## config.mk

```make
export PLATFORM = sky130hd
export DESIGN_NAME = cdb_arbiter_flat
export DESIGN_NICKNAME = d
export VERILOG_FILES = /design/src/rtl/cdb_arbiter_if.sv /design/src/rtl/cdb_arbiter.sv /design/src/flat_wrapper.sv
export SDC_FILE = /design/constraint.sdc
export NUM_CORES = 1
export LEC_CHECK = 0
export ABC_AREA = 1
export ABC_CLOCK_PERIOD_IN_PS = 8700
export BUFFER_PORTS_ARGS = -buffer_cell sky130_fd_sc_hd__buf_2
export CORE_MARGIN = 2
export CORE_UTILIZATION = 40
export DETAILED_ROUTE_END_ITERATION = 6
export GPL_ROUTABILITY_DRIVEN = 0
export PLACE_DENSITY = 0.76
export SYNTH_ARGS = -nofsm -noshare
export SYNTH_HDL_FRONTEND = slang
export SYNTH_SLANG_ARGS = --single-unit
```

## constraint.sdc

```tcl
create_clock -name clk -period 8.7 [get_ports clk]
set_input_delay 1.305 -clock clk [delete_from_list [all_inputs] [get_ports clk]]
set_output_delay 1.305 -clock clk [all_outputs]
set_load 0.02 [all_outputs]
```

## src/rtl/cdb_arbiter_if.sv

```systemverilog
// cdb_arbiter_if: requester, ROB-control and CDB signals of the CDB arbiter
interface cdb_arbiter_if #(
  parameter int NUM_REQ   = 4,
  parameter int ROB_DEPTH = 8,
  parameter int DATA_W    = 32
);
  localparam int TAG_W = $clog2(ROB_DEPTH);
  logic [NUM_REQ-1:0]             req_valid;
  logic [NUM_REQ-1:0][TAG_W-1:0]  req_tag;
  logic [NUM_REQ-1:0][DATA_W-1:0] req_data;
  logic [NUM_REQ-1:0]             req_ready;
  logic [TAG_W-1:0]               head_ptr;
  logic                           ld_pc;
  logic                           flush_in_prog;
  logic                           cdb_valid;
  logic [TAG_W-1:0]               cdb_tag;
  logic [DATA_W-1:0]              cdb_data;
  logic [ROB_DEPTH-1:0]           set_rob_valid;
  modport master (
    input  req_valid, req_tag, req_data, head_ptr, ld_pc, flush_in_prog,
    output req_ready, cdb_valid, cdb_tag, cdb_data, set_rob_valid
  );
  modport slave (
    output req_valid, req_tag, req_data, head_ptr, ld_pc, flush_in_prog,
    input  req_ready, cdb_valid, cdb_tag, cdb_data, set_rob_valid
  );
endinterface

```

## src/rtl/cdb_arbiter.sv

```systemverilog
// cdb_arbiter: oldest-first CDB arbiter with flush drain; CDB_ARB_PERF_EN adds grant/conflict counters
module cdb_arbiter #(
  parameter int NUM_REQ   = 4,
  parameter int ROB_DEPTH = 8,
  parameter int DATA_W    = 32
) (
  input  logic                      clk,
  input  logic                      rst,
  cdb_arbiter_if.master             bus
`ifdef CDB_ARB_PERF_EN
  ,
  output logic [NUM_REQ-1:0][15:0]  grant_cnt,
  output logic [15:0]               conflict_cnt
`endif
);
  localparam int TAG_W = $clog2(ROB_DEPTH);
  localparam logic [0:0] RUN   = 1'b0;
  localparam logic [0:0] DRAIN = 1'b1;
  logic [0:0]         state;
  logic               flush;
  logic               run;
  logic               found;
  logic [TAG_W-1:0]   best_age;
  logic [TAG_W-1:0]   win_tag;
  logic [DATA_W-1:0]  win_data;
  logic [NUM_REQ-1:0] win_oh;
  logic               grant;
  assign flush = bus.ld_pc | bus.flush_in_prog;
  // DRAIN hands back to RUN in the very cycle flush drops, so grants resume immediately
  assign run   = (state == RUN) || !flush;
  assign grant = found && run && !flush && !rst;
  assign bus.req_ready     = grant ? win_oh : '0;
  assign bus.set_rob_valid = bus.cdb_valid ? (ROB_DEPTH'(1) << bus.cdb_tag) : '0;
  // pick the valid requester with the smallest head-relative age; strict compare keeps the lowest index on ties
  always_comb begin
    found    = 1'b0;
    best_age = '0;
    win_tag  = '0;
    win_data = '0;
    win_oh   = '0;
    for (int i = 0; i < NUM_REQ; i++) begin
      if (bus.req_valid[i] && (!found || TAG_W'(bus.req_tag[i] - bus.head_ptr) < best_age)) begin
        found    = 1'b1;
        best_age = TAG_W'(bus.req_tag[i] - bus.head_ptr);
        win_tag  = bus.req_tag[i];
        win_data = bus.req_data[i];
        win_oh   = NUM_REQ'(1) << i;
      end
    end
  end
  // CDB register and RUN/DRAIN state; flush always empties the bus
  always_ff @(posedge clk) begin
    if (rst) begin
      state         <= RUN;
      bus.cdb_valid <= 1'b0;
      bus.cdb_tag   <= '0;
      bus.cdb_data  <= '0;
    end else begin
      state         <= flush ? DRAIN : RUN;
      bus.cdb_valid <= grant;
      if (grant) begin
        bus.cdb_tag  <= win_tag;
        bus.cdb_data <= win_data;
      end
    end
  end
`ifdef CDB_ARB_PERF_EN
  // saturating per-requester grant counts and multi-request conflict count
  always_ff @(posedge clk) begin
    if (rst) begin
      grant_cnt    <= '0;
      conflict_cnt <= '0;
    end else begin
      for (int i = 0; i < NUM_REQ; i++)
        if (bus.req_ready[i] && grant_cnt[i] != 16'hFFFF) grant_cnt[i] <= grant_cnt[i] + 16'd1;
      if ($countones(bus.req_valid) >= 2 && conflict_cnt != 16'hFFFF) conflict_cnt <= conflict_cnt + 16'd1;
    end
  end
`endif
endmodule

```

## src/flat_wrapper.sv

```systemverilog
// flat-port wrapper written by rule: the top's interface ports become plain ports
module cdb_arbiter_flat 
#(
  parameter int NUM_REQ   = 4,
  parameter int ROB_DEPTH = 8,
  parameter int DATA_W    = 32
)
  (clk, rst, bus_req_valid, bus_req_tag, bus_req_data, bus_head_ptr, bus_ld_pc, bus_flush_in_prog, bus_req_ready, bus_cdb_valid, bus_cdb_tag, bus_cdb_data, bus_set_rob_valid);
  cdb_arbiter_if #(.NUM_REQ(NUM_REQ), .ROB_DEPTH(ROB_DEPTH), .DATA_W(DATA_W)) bus_i ();
  input  logic clk;
  input  logic rst;
  input wire logic [$bits(bus_i.req_valid)-1:0] bus_req_valid;
  input wire logic [$bits(bus_i.req_tag)-1:0] bus_req_tag;
  input wire logic [$bits(bus_i.req_data)-1:0] bus_req_data;
  input wire logic [$bits(bus_i.head_ptr)-1:0] bus_head_ptr;
  input wire logic [$bits(bus_i.ld_pc)-1:0] bus_ld_pc;
  input wire logic [$bits(bus_i.flush_in_prog)-1:0] bus_flush_in_prog;
  output wire logic [$bits(bus_i.req_ready)-1:0] bus_req_ready;
  output wire logic [$bits(bus_i.cdb_valid)-1:0] bus_cdb_valid;
  output wire logic [$bits(bus_i.cdb_tag)-1:0] bus_cdb_tag;
  output wire logic [$bits(bus_i.cdb_data)-1:0] bus_cdb_data;
  output wire logic [$bits(bus_i.set_rob_valid)-1:0] bus_set_rob_valid;
  assign bus_i.req_valid = bus_req_valid;
  assign bus_i.req_tag = bus_req_tag;
  assign bus_i.req_data = bus_req_data;
  assign bus_i.head_ptr = bus_head_ptr;
  assign bus_i.ld_pc = bus_ld_pc;
  assign bus_i.flush_in_prog = bus_flush_in_prog;
  assign bus_req_ready = bus_i.req_ready;
  assign bus_cdb_valid = bus_i.cdb_valid;
  assign bus_cdb_tag = bus_i.cdb_tag;
  assign bus_cdb_data = bus_i.cdb_data;
  assign bus_set_rob_valid = bus_i.set_rob_valid;
  cdb_arbiter #(.NUM_REQ(NUM_REQ), .ROB_DEPTH(ROB_DEPTH), .DATA_W(DATA_W)) u_core (.clk(clk), .rst(rst), .bus(bus_i));
endmodule
```

Word-level counts from Yosys, hierarchy flattened
Index checks and enable logic that the tools add are counted. Widths: inputs -> output; s select.

Add/sub/neg operators: 4. $lt $le $gt $ge: 3. Shifts and indexed selects: 1. Multiplexer cells: 22. Bitwise operators: 2. Reductions and logical operators: 15.

Operators by type and width (number): $mux 32 (4); $mux 3 (8); $sub 3x3->3 (4); $lt 3x3->1 (3); $mux 4 (2); $mux 8 (1); $shl 1x3->8 const A (1); $logic_and 1x1->1 (6); $mux 1 (6); $logic_not 1->1 (5); $logic_or 1x1->1 (4); $mux 2 (1); $not 1->1 (1); $or 1x1->1 (1).

Register bits after elaboration: 37. Input port bits: 151. Output and inout port bits: 48. Word-level logic and storage cells: 51.

Logic depth before layout (Yosys ltp)
Gate-level depths: netlist of the first run.

Word-level depth: 18. Mapped depth: 38. Mapped depth without buffers: 35.

Worst setup path after synthesis of the first run
Ideal clock, no wire load.

Kind: input -> output. Start: input bus_req_tag[0]. End: output bus_req_ready[0]. Data arrival time: 5473 ps. Required time: 7395 ps. Path slack: 1922 ps. Cell stages on the path: 33. Buffers on the path: 3. Cell sequence: inv_1 ha_1 inv_1 fa_1 or2_2 nand3_1 ha_1 a21oi_1 nand2_1 nand2_2 nand2_2 clkbuf_1 o21ai_0 ha_1 nand2_1 inv_1 nand2_1 nand2_1 nand2_2 nand2_2 nand2_1 o21ai_0 ha_1 nand2_1 inv_1 nand2_1 nand2_1 nand2_1 nand2_2 buf_4 buf_6 nand2_1 nor3_1.

Longest elaborated chain between the ends: 18. Elaborated cells on any way between the ends: 25. Classes of those cells: add/sub: 1; order compare: 3; mux: 10; reduce/logical: 11.

RTL lines: from (decl) (line flat_wrapper.sv:13) `input wire logic [$bits(bus_i.req_tag)-1:0] bus_req_tag;`; $sub 3x3->3 (*); $mux 3 (*) (line cdb_arbiter.sv:42) `if (bus.req_valid[i] && (!found || TAG_W'(bus.req_tag[i] - bus.head_ptr) < best_age)) begin`; $lt 3x3->1 (line cdb_arbiter.sv:42); $logic_or 1x1->1 (line cdb_arbiter.sv:42); $logic_and 1x1->1 (line cdb_arbiter.sv:42); $mux 3 or $mux 1 (tied branches) (line cdb_arbiter.sv:42); $lt 3x3->1 or $logic_not 1->1 (tied branches) (line cdb_arbiter.sv:42); $logic_or 1x1->1 (line cdb_arbiter.sv:42); $logic_and 1x1->1 (line cdb_arbiter.sv:42); $mux 3 or $mux 1 (tied branches) (line cdb_arbiter.sv:42); $lt 3x3->1 or $logic_not 1->1 (tied branches) (line cdb_arbiter.sv:42); $logic_or 1x1->1 (line cdb_arbiter.sv:42); $logic_and 1x1->1 (line cdb_arbiter.sv:42); $mux 1 (line cdb_arbiter.sv:42); $logic_and 1x1->1 (3 in a row) (line cdb_arbiter.sv:31) `assign grant = found && run && !flush && !rst;`; $mux 4 (*) (line cdb_arbiter.sv:32) `assign bus.req_ready = grant ? win_oh : '0;`; to (decl) (line flat_wrapper.sv:18) `output wire logic [$bits(bus_i.req_ready)-1:0] bus_req_ready;`.

Mark *: on every way between the ends. The rest lies on a longest branch, timed or not.

Worst setup path in the final report of the first run
Start: input bus_req_tag[0]. End: output bus_req_ready[3].

Same word-level chain as after synthesis.

==> impl_metrics.yaml, run 1 <==
grt:
  antenna_found_initial: 1
  grt_pass1_vias: 3848
  grtUsageTotal: 0.257
  grt_pass1_wl_um: 18000
  overflow: 0
  grt_max_degree: 54
routing:
  ant_nets: 0
  drtIter0Drc: 215
  drc: 0
  wl_met1_um: 4570
  route.met2.wl_um: 5620
  vias: 4187
  wl_met3_um: 1150
  wl_um: 11500
  drt-pass1-iter-count: 5
  topRoutingLayerUsed: "met5"
  avgRoutedWirePerCell_um: 15.0
  avgViaCountPerCell: 5.46
logic_synthesis:
  synth_edf_count: 0
  syn_area_per_cell_um2: 6.31
  synthesis.area_um2: 3130
  seq_area_frac_synth: 0.230
  yosysMostFrequentCell: "nand3_1"
  ys_ff_latch: 36
  synth_top_cell_area_share: 0.251
  synth_top_cells_by_count: "nand3_1 (157), nand2_1 (79), a21oi_1 (40), dfxtp_1 (36), inv_1 (35)"
  ys_warn_count: 0
  synthTopCellsByArea: "nand3_1 (25%), dfxtp_1 (23%), nand2_1 (9.5%)"
  synth_cell_type_count: 25
  synth_nets: 661
  syn_inst: 496
  async_flop_share: 0
  yosys_most_used_dff: "dfxtp_1"
  synth_top_cell_by_area: "nand3_1"
hold_path:
  min_from: "u_core.bus.cdb_data[18]"
  worstHoldPathCells: 2
  holdPathEnd: "u_core.bus.cdb_data[18]"
  worstHoldPathType: "reg -> reg"
finish:
  fillerInstances: 767
  syn_to_final_growth_pct: 34.5
  diodes: 0
  final_nets: 829
  fin_cells: 767
  utilization: 0.550
  design_area_um2: 4210
  drive_gt1_frac: 0.334
worst_setup_path:
  cp_common_cell: "nand2_1"
  cpPeakStageDelay_ns: 0.50
  cp-start-kind: "primary input"
  crit_required_ns: 7.39
  regToRegSetupSlack_ns: 7.91
  critical_path.reg2reg.startpoint: "u_core.bus.cdb_tag[2]"
  worstRegToRegCells: 4
  cp-end-kind: "output pin"
  critPathKind: "in -> out"
  critPathArrivalTime_ns: 6.41
  r2r_end: "u_core.bus.cdb_tag[2]"
  path_max_fanout: 42
  slowest_stage: "nand2_2"
timing:
  period_needed_ns: 7.72
  worstMarginPinSlew_ns: 1.06
  clock_skew_ns: 0
  fmax_ghz: 0.130
  period_share: 0.887
  setup_violations: 0
  tns_ns: 0
  rsz0062_at_grt: "false"
  finalHoldViolCount: 0
  maxSlewViolCount: 0
  slew-limit-headroom: 0.287
clocking:
  numCtsBuffers: 5
  clk_pin_slew_ns: 0.08
  clockBufferDepth: 2
  insertion_delay_ns: 0.29
  cts_tree: "yes"
  holdBufCountCts: 0
  cts.sinks: 36
  postCtsSetupBuffers: 0
  clockRootBuffer: "clkbuf_8"
  cts_resized: 0
  htreeDepth: 2
power_and_ir_drop:
  p_sw_mw: 0.271
  p_sw_frac: 0.429
  leakage_nw: 2.43
  p_int_mw: 0.360
  irDropWorstVdd_v: 0.0000710
  pwr-share-seq: 0.296
  clockPowerShare: 0.204
  p_comb_frac: 0.500
  p_per_area_nw_per_um2: 150
die:
  core_um2: 7650
  die_x_um: 92.4
  fp-row-count: 32
  initial_core_util: 0.409
  die_h_um: 92.4
  die_area_um2: 8540
  io_pins: 199
placement:
  portBuffers: 198
  dpl-instance-area_um2: 4110
  dp_hpwl_um: 8180
  place_inst: 759
run:
  maxCapViolCount: 0
status:
  status: "finished, final reports clean"
## power groups by stage
stage               registers (mW)  clock network [mW]  logic, mW
global route                 0.189               0.142      0.350
detailed placement           0.191                   0      0.312
global placement             0.190                   0      0.306
CTS                          0.187               0.133      0.314
finish                       0.187               0.129      0.316
floorplan                    0.207                   0      0.204
## logic make-up (layout without fill, tap and decap cells)
| group | Yosys count | after routing | synth area share |
|---|---|---|---|
| and+or+nand+nor | 273 | 273 | 0.412 |
| AOI/OAI and AO/OA | 87 | 87 | 0.167 |
| buffers and inverters | 79 | 248 | 0.106 |
| DFF | 36 | 36 | 0.230 |
| adders and majority gates | 14 | 14 | 0.0656 |
| xor gates and xnor gates | 7 | 7 | 0.0196 |
## layer usage
metal  track usage  vias up
met2         0.456      235
met1         0.305     1884
met5             0        -
li1              -     2040
met3        0.0610       26
met4        0.0796        2
## layout make-up
class	count	area, um2	share of cell area
Timing Repair Buffer	203	1030	0.244
Sequential cell	36	721	0.171
Clock inverter	2	13.8	0.00327
Clock buffer	6	82.6	0.0196
Tap cell	102	128	0.0303
Inverter	37	139	0.0330
Multi-Input combinational cell	381	2100	0.498
## worst max path at each step
stage	start	to	depth (start not counted)
5_1_grt	bus_req_tag[0]	bus_req_ready[3]	30
3_5_place_dp	bus_req_tag[0]	bus_req_ready[3]	30
3_3_place_gp	bus_req_tag[0]	bus_req_ready[3]	31
2_1_floorplan	bus_req_tag[0]	bus_req_ready[0]	33
6_report	bus_req_tag[0]	bus_req_ready[3]	30
4_1_cts	bus_req_tag[0]	bus_req_ready[3]	30
## flip-flops by register name (all words and copies together), names as in the netlist
signal and flops:
u_core.bus.cdb_data 32, u_core.bus.cdb_valid 1, u_core.bus.cdb_tag 3
## stage by stage
stage / total power, mW / hold slack, ns / setup WS (ns)
2_1_floorplan: 0.412 / 0.566 / 1.92
3_3_place_gp: 0.496 / 0.461 / 1.25
3_5_place_dp: 0.503 / 0.468 / 1.01
4_1_cts: 0.634 / 0.489 / 0.989
5_1_grt: 0.680 / 0.516 / 0.446
6_report: 0.632 / 0.486 / 0.983
## layout by cell type, fill, tap and decap left out
master,count
nor2_4,2
clkinv_2,1
nand4_1,16
nand2_1,79
ha_1,10
xor2_1,3
xnor2_1,4
a21o_1,34
inv_6,1
buf_4,5
clkinv_1,1
o21ai_4,1
buf_2,198
nand2_2,5
inv_1,35
nand3_1,157
dfxtp_1,36
or2_2,2
a21oi_1,40
o21ai_0,11
nor3_1,2
clkbuf_8,6
nor2_1,10
fa_1,4
o22ai_1,1
inv_2,1
## worst max-delay path, delay by kind of cell
family          cells  cell delay (ns)
compound gates      3             0.84
fa+ha+maj           5             1.37
buf+inv             6             0.52
simple gates       16             2.36
(Power assumes the default switching activity.)
==> run 2, diff against run 1 <==
Settings changed: PLACE_DENSITY 0.76 to 0.72.
==> run 2 against run 1 <==
Sequential power about the same. Clock skew did not move. Worst setup slack better by 0.41 ns. Clock-buffer cell count decreased by 1. Maximum frequency increased by 5.7%. Utilization increased by 0.082 points. Final area grew 0.15%. Via count decreased by 2.8%. Worst hold slack improved by 0.012 ns. Clock power fell by 8%. Largest cell class unchanged. Highest routed layer is now met4.
==> impl_metrics.yaml, run 2 (synthesis gave the netlist of run 1 again) <==
status:
  status: "finished, final reports clean"
finish:
  design_area_um2: 4210
  largest_register_ffs: 32
  layout_common_cells: "buf_2 (198), nand3_1 (157), nand2_1 (79), a21oi_1 (40), dfxtp_1 (36)"
  drive_gt1_frac: 0.336
  reg_top3: "u_core.bus.cdb_data: 32 flops, u_core.bus.cdb_tag: 3 flops, u_core.bus.cdb_valid: 1 flops"
  final_common_cell: "buf_2"
  top_register: "u_core.bus.cdb_data"
  final_nets: 831
  syn_to_final_growth_pct: 34.7
  diodes: 0
routing:
  wl_um: 11100
  avgRoutedWirePerCell_um: 14.5
  drt-pass1-iter-count: 4
  vias: 4069
  avgViaCountPerCell: 5.29
  ant_nets: 0
  drtIter0Drc: 202
  drc: 0
hold_path:
  worstHoldPathCells: 2
  holdPathEnd: "u_core.bus.cdb_data[25]"
  min_from: "u_core.bus.cdb_data[25]"
  worstHoldPathType: "reg -> reg"
grt:
  grt_max_degree: 54
  overflow: 0
  antenna_found_initial: 0
  grtUsageTotal: 0.251
  grt_pass1_vias: 3677
  grt_pass1_wl_um: 17500
timing:
  maxSlewViolCount: 0
  worstMarginPinSlew_ns: 1.00
  rsz0062_at_grt: "false"
  finalHoldViolCount: 0
  clock_skew_ns: 0
  worst_slack_ns: 1.40
  period_needed_ns: 7.30
  tns_ns: 0
  slew-limit-headroom: 0.327
  fmax_ghz: 0.137
  setup_violations: 0
  period_share: 0.839
power_and_ir_drop:
  p_per_area_nw_per_um2: 147
  irDropWorstVdd_v: 0.0000801
  leakage_nw: 2.44
die:
  fp-row-count: 32
  initial_core_util: 0.409
  die_area_um2: 8540
  io_pins: 199
  core_um2: 7650
  die_h_um: 92.4
  die_x_um: 92.4
run:
  maxCapViolCount: 0
worst_setup_path:
  path_max_fanout: 20
  critPathArrivalTime_ns: 6.00
  cp_common_cell: "nand2_1"
  r2r_end: "u_core.bus.cdb_tag[2]"
  critPathKind: "in -> out"
  cp-start-kind: "primary input"
  crit_required_ns: 7.39
  regToRegSetupSlack_ns: 7.96
  slowest_stage: "nor2_4"
  worstRegToRegCells: 4
  cp-end-kind: "output pin"
  cpPeakStageDelay_ns: 0.41
  critical_path.reg2reg.startpoint: "u_core.bus.cdb_tag[2]"
clocking:
  clockBufferDepth: 2
  cts_resized: 0
  numCtsBuffers: 5
  cts.sinks: 36
  insertion_delay_ns: 0.29
  clockRootBuffer: "clkbuf_8"
  clk_pin_slew_ns: 0.07
  cts_tree: "yes"
  htreeDepth: 2
  holdBufCountCts: 0
  postCtsSetupBuffers: 0
placement:
  portBuffers: 198
  dpl-instance-area_um2: 4130
  dpl_worst_slack_ns: 1.42
  dp_hpwl_um: 8250
[run 2: worst max path at each step]
stage | start | endpoint | slack, ns | depth (start not counted)
finish | bus_req_tag[0] | bus_req_ready[3] | 1.40 | 31
global route | bus_req_tag[0] | bus_req_ready[3] | 0.92 | 31
CTS | bus_req_tag[0] | bus_req_ready[3] | 1.42 | 31
detailed placement | bus_req_tag[0] | bus_req_ready[3] | 1.42 | 33
global placement | bus_req_tag[0] | bus_req_ready[3] | 1.63 | 32
floorplan | bus_req_tag[0] | bus_req_ready[0] | 1.92 | 33
[run 2: area by class of cell]
class / count / area (um2)
clock buffers: 5 / 68.8
multi-input cells: 381 / 2100
inverters: 37 / 139
fillers: 794 / 3430
well taps: 102 / 128
repair buffers: 205 / 1040
flip-flops and latches: 36 / 721
clock inverters: 3 / 18.8
[run 2: through the flow]
stage	total power, mW	hold WS [ns]	std cells	utilization
after floorplan	0.412	0.566	496	-
after global placement	0.496	0.462	761	0.540
after detailed placement	0.502	0.478	761	0.540
after CTS	0.624	0.502	769	0.551
after global routing	0.667	0.525	769	0.551
final	0.620	0.498	769	0.551
[run 2: power breakdown]
group	switching, mW	internal [mW]	total, mW
sequential	0.00857	0.179	0.187
combinational	0.195	0.118	0.313
clock	0.0636	0.0559	0.119
total	0.267	0.352	0.620
[run 2: routing by layer]
layer / vias to the layer above / part of all wire / global-route usage
met1: 1837 / 0.40 / 0.305
li1: 2045 / - / -
met5: - / 0 / 0
met2: 177 / 0.49 / 0.450
met4: 0 / 0.012 / 0.0572
met3: 10 / 0.090 / 0.0553
[run 2: critical path: cells and delay by family]
| kind | cells | cell delay [ns] |
|---|---|---|
| AOI/OAI and AO/OA | 3 | 0.67 |
| adders and majority gates | 5 | 1.36 |
| buffers and inverters | 7 | 0.76 |
| and+or+nand+nor | 16 | 1.90 |
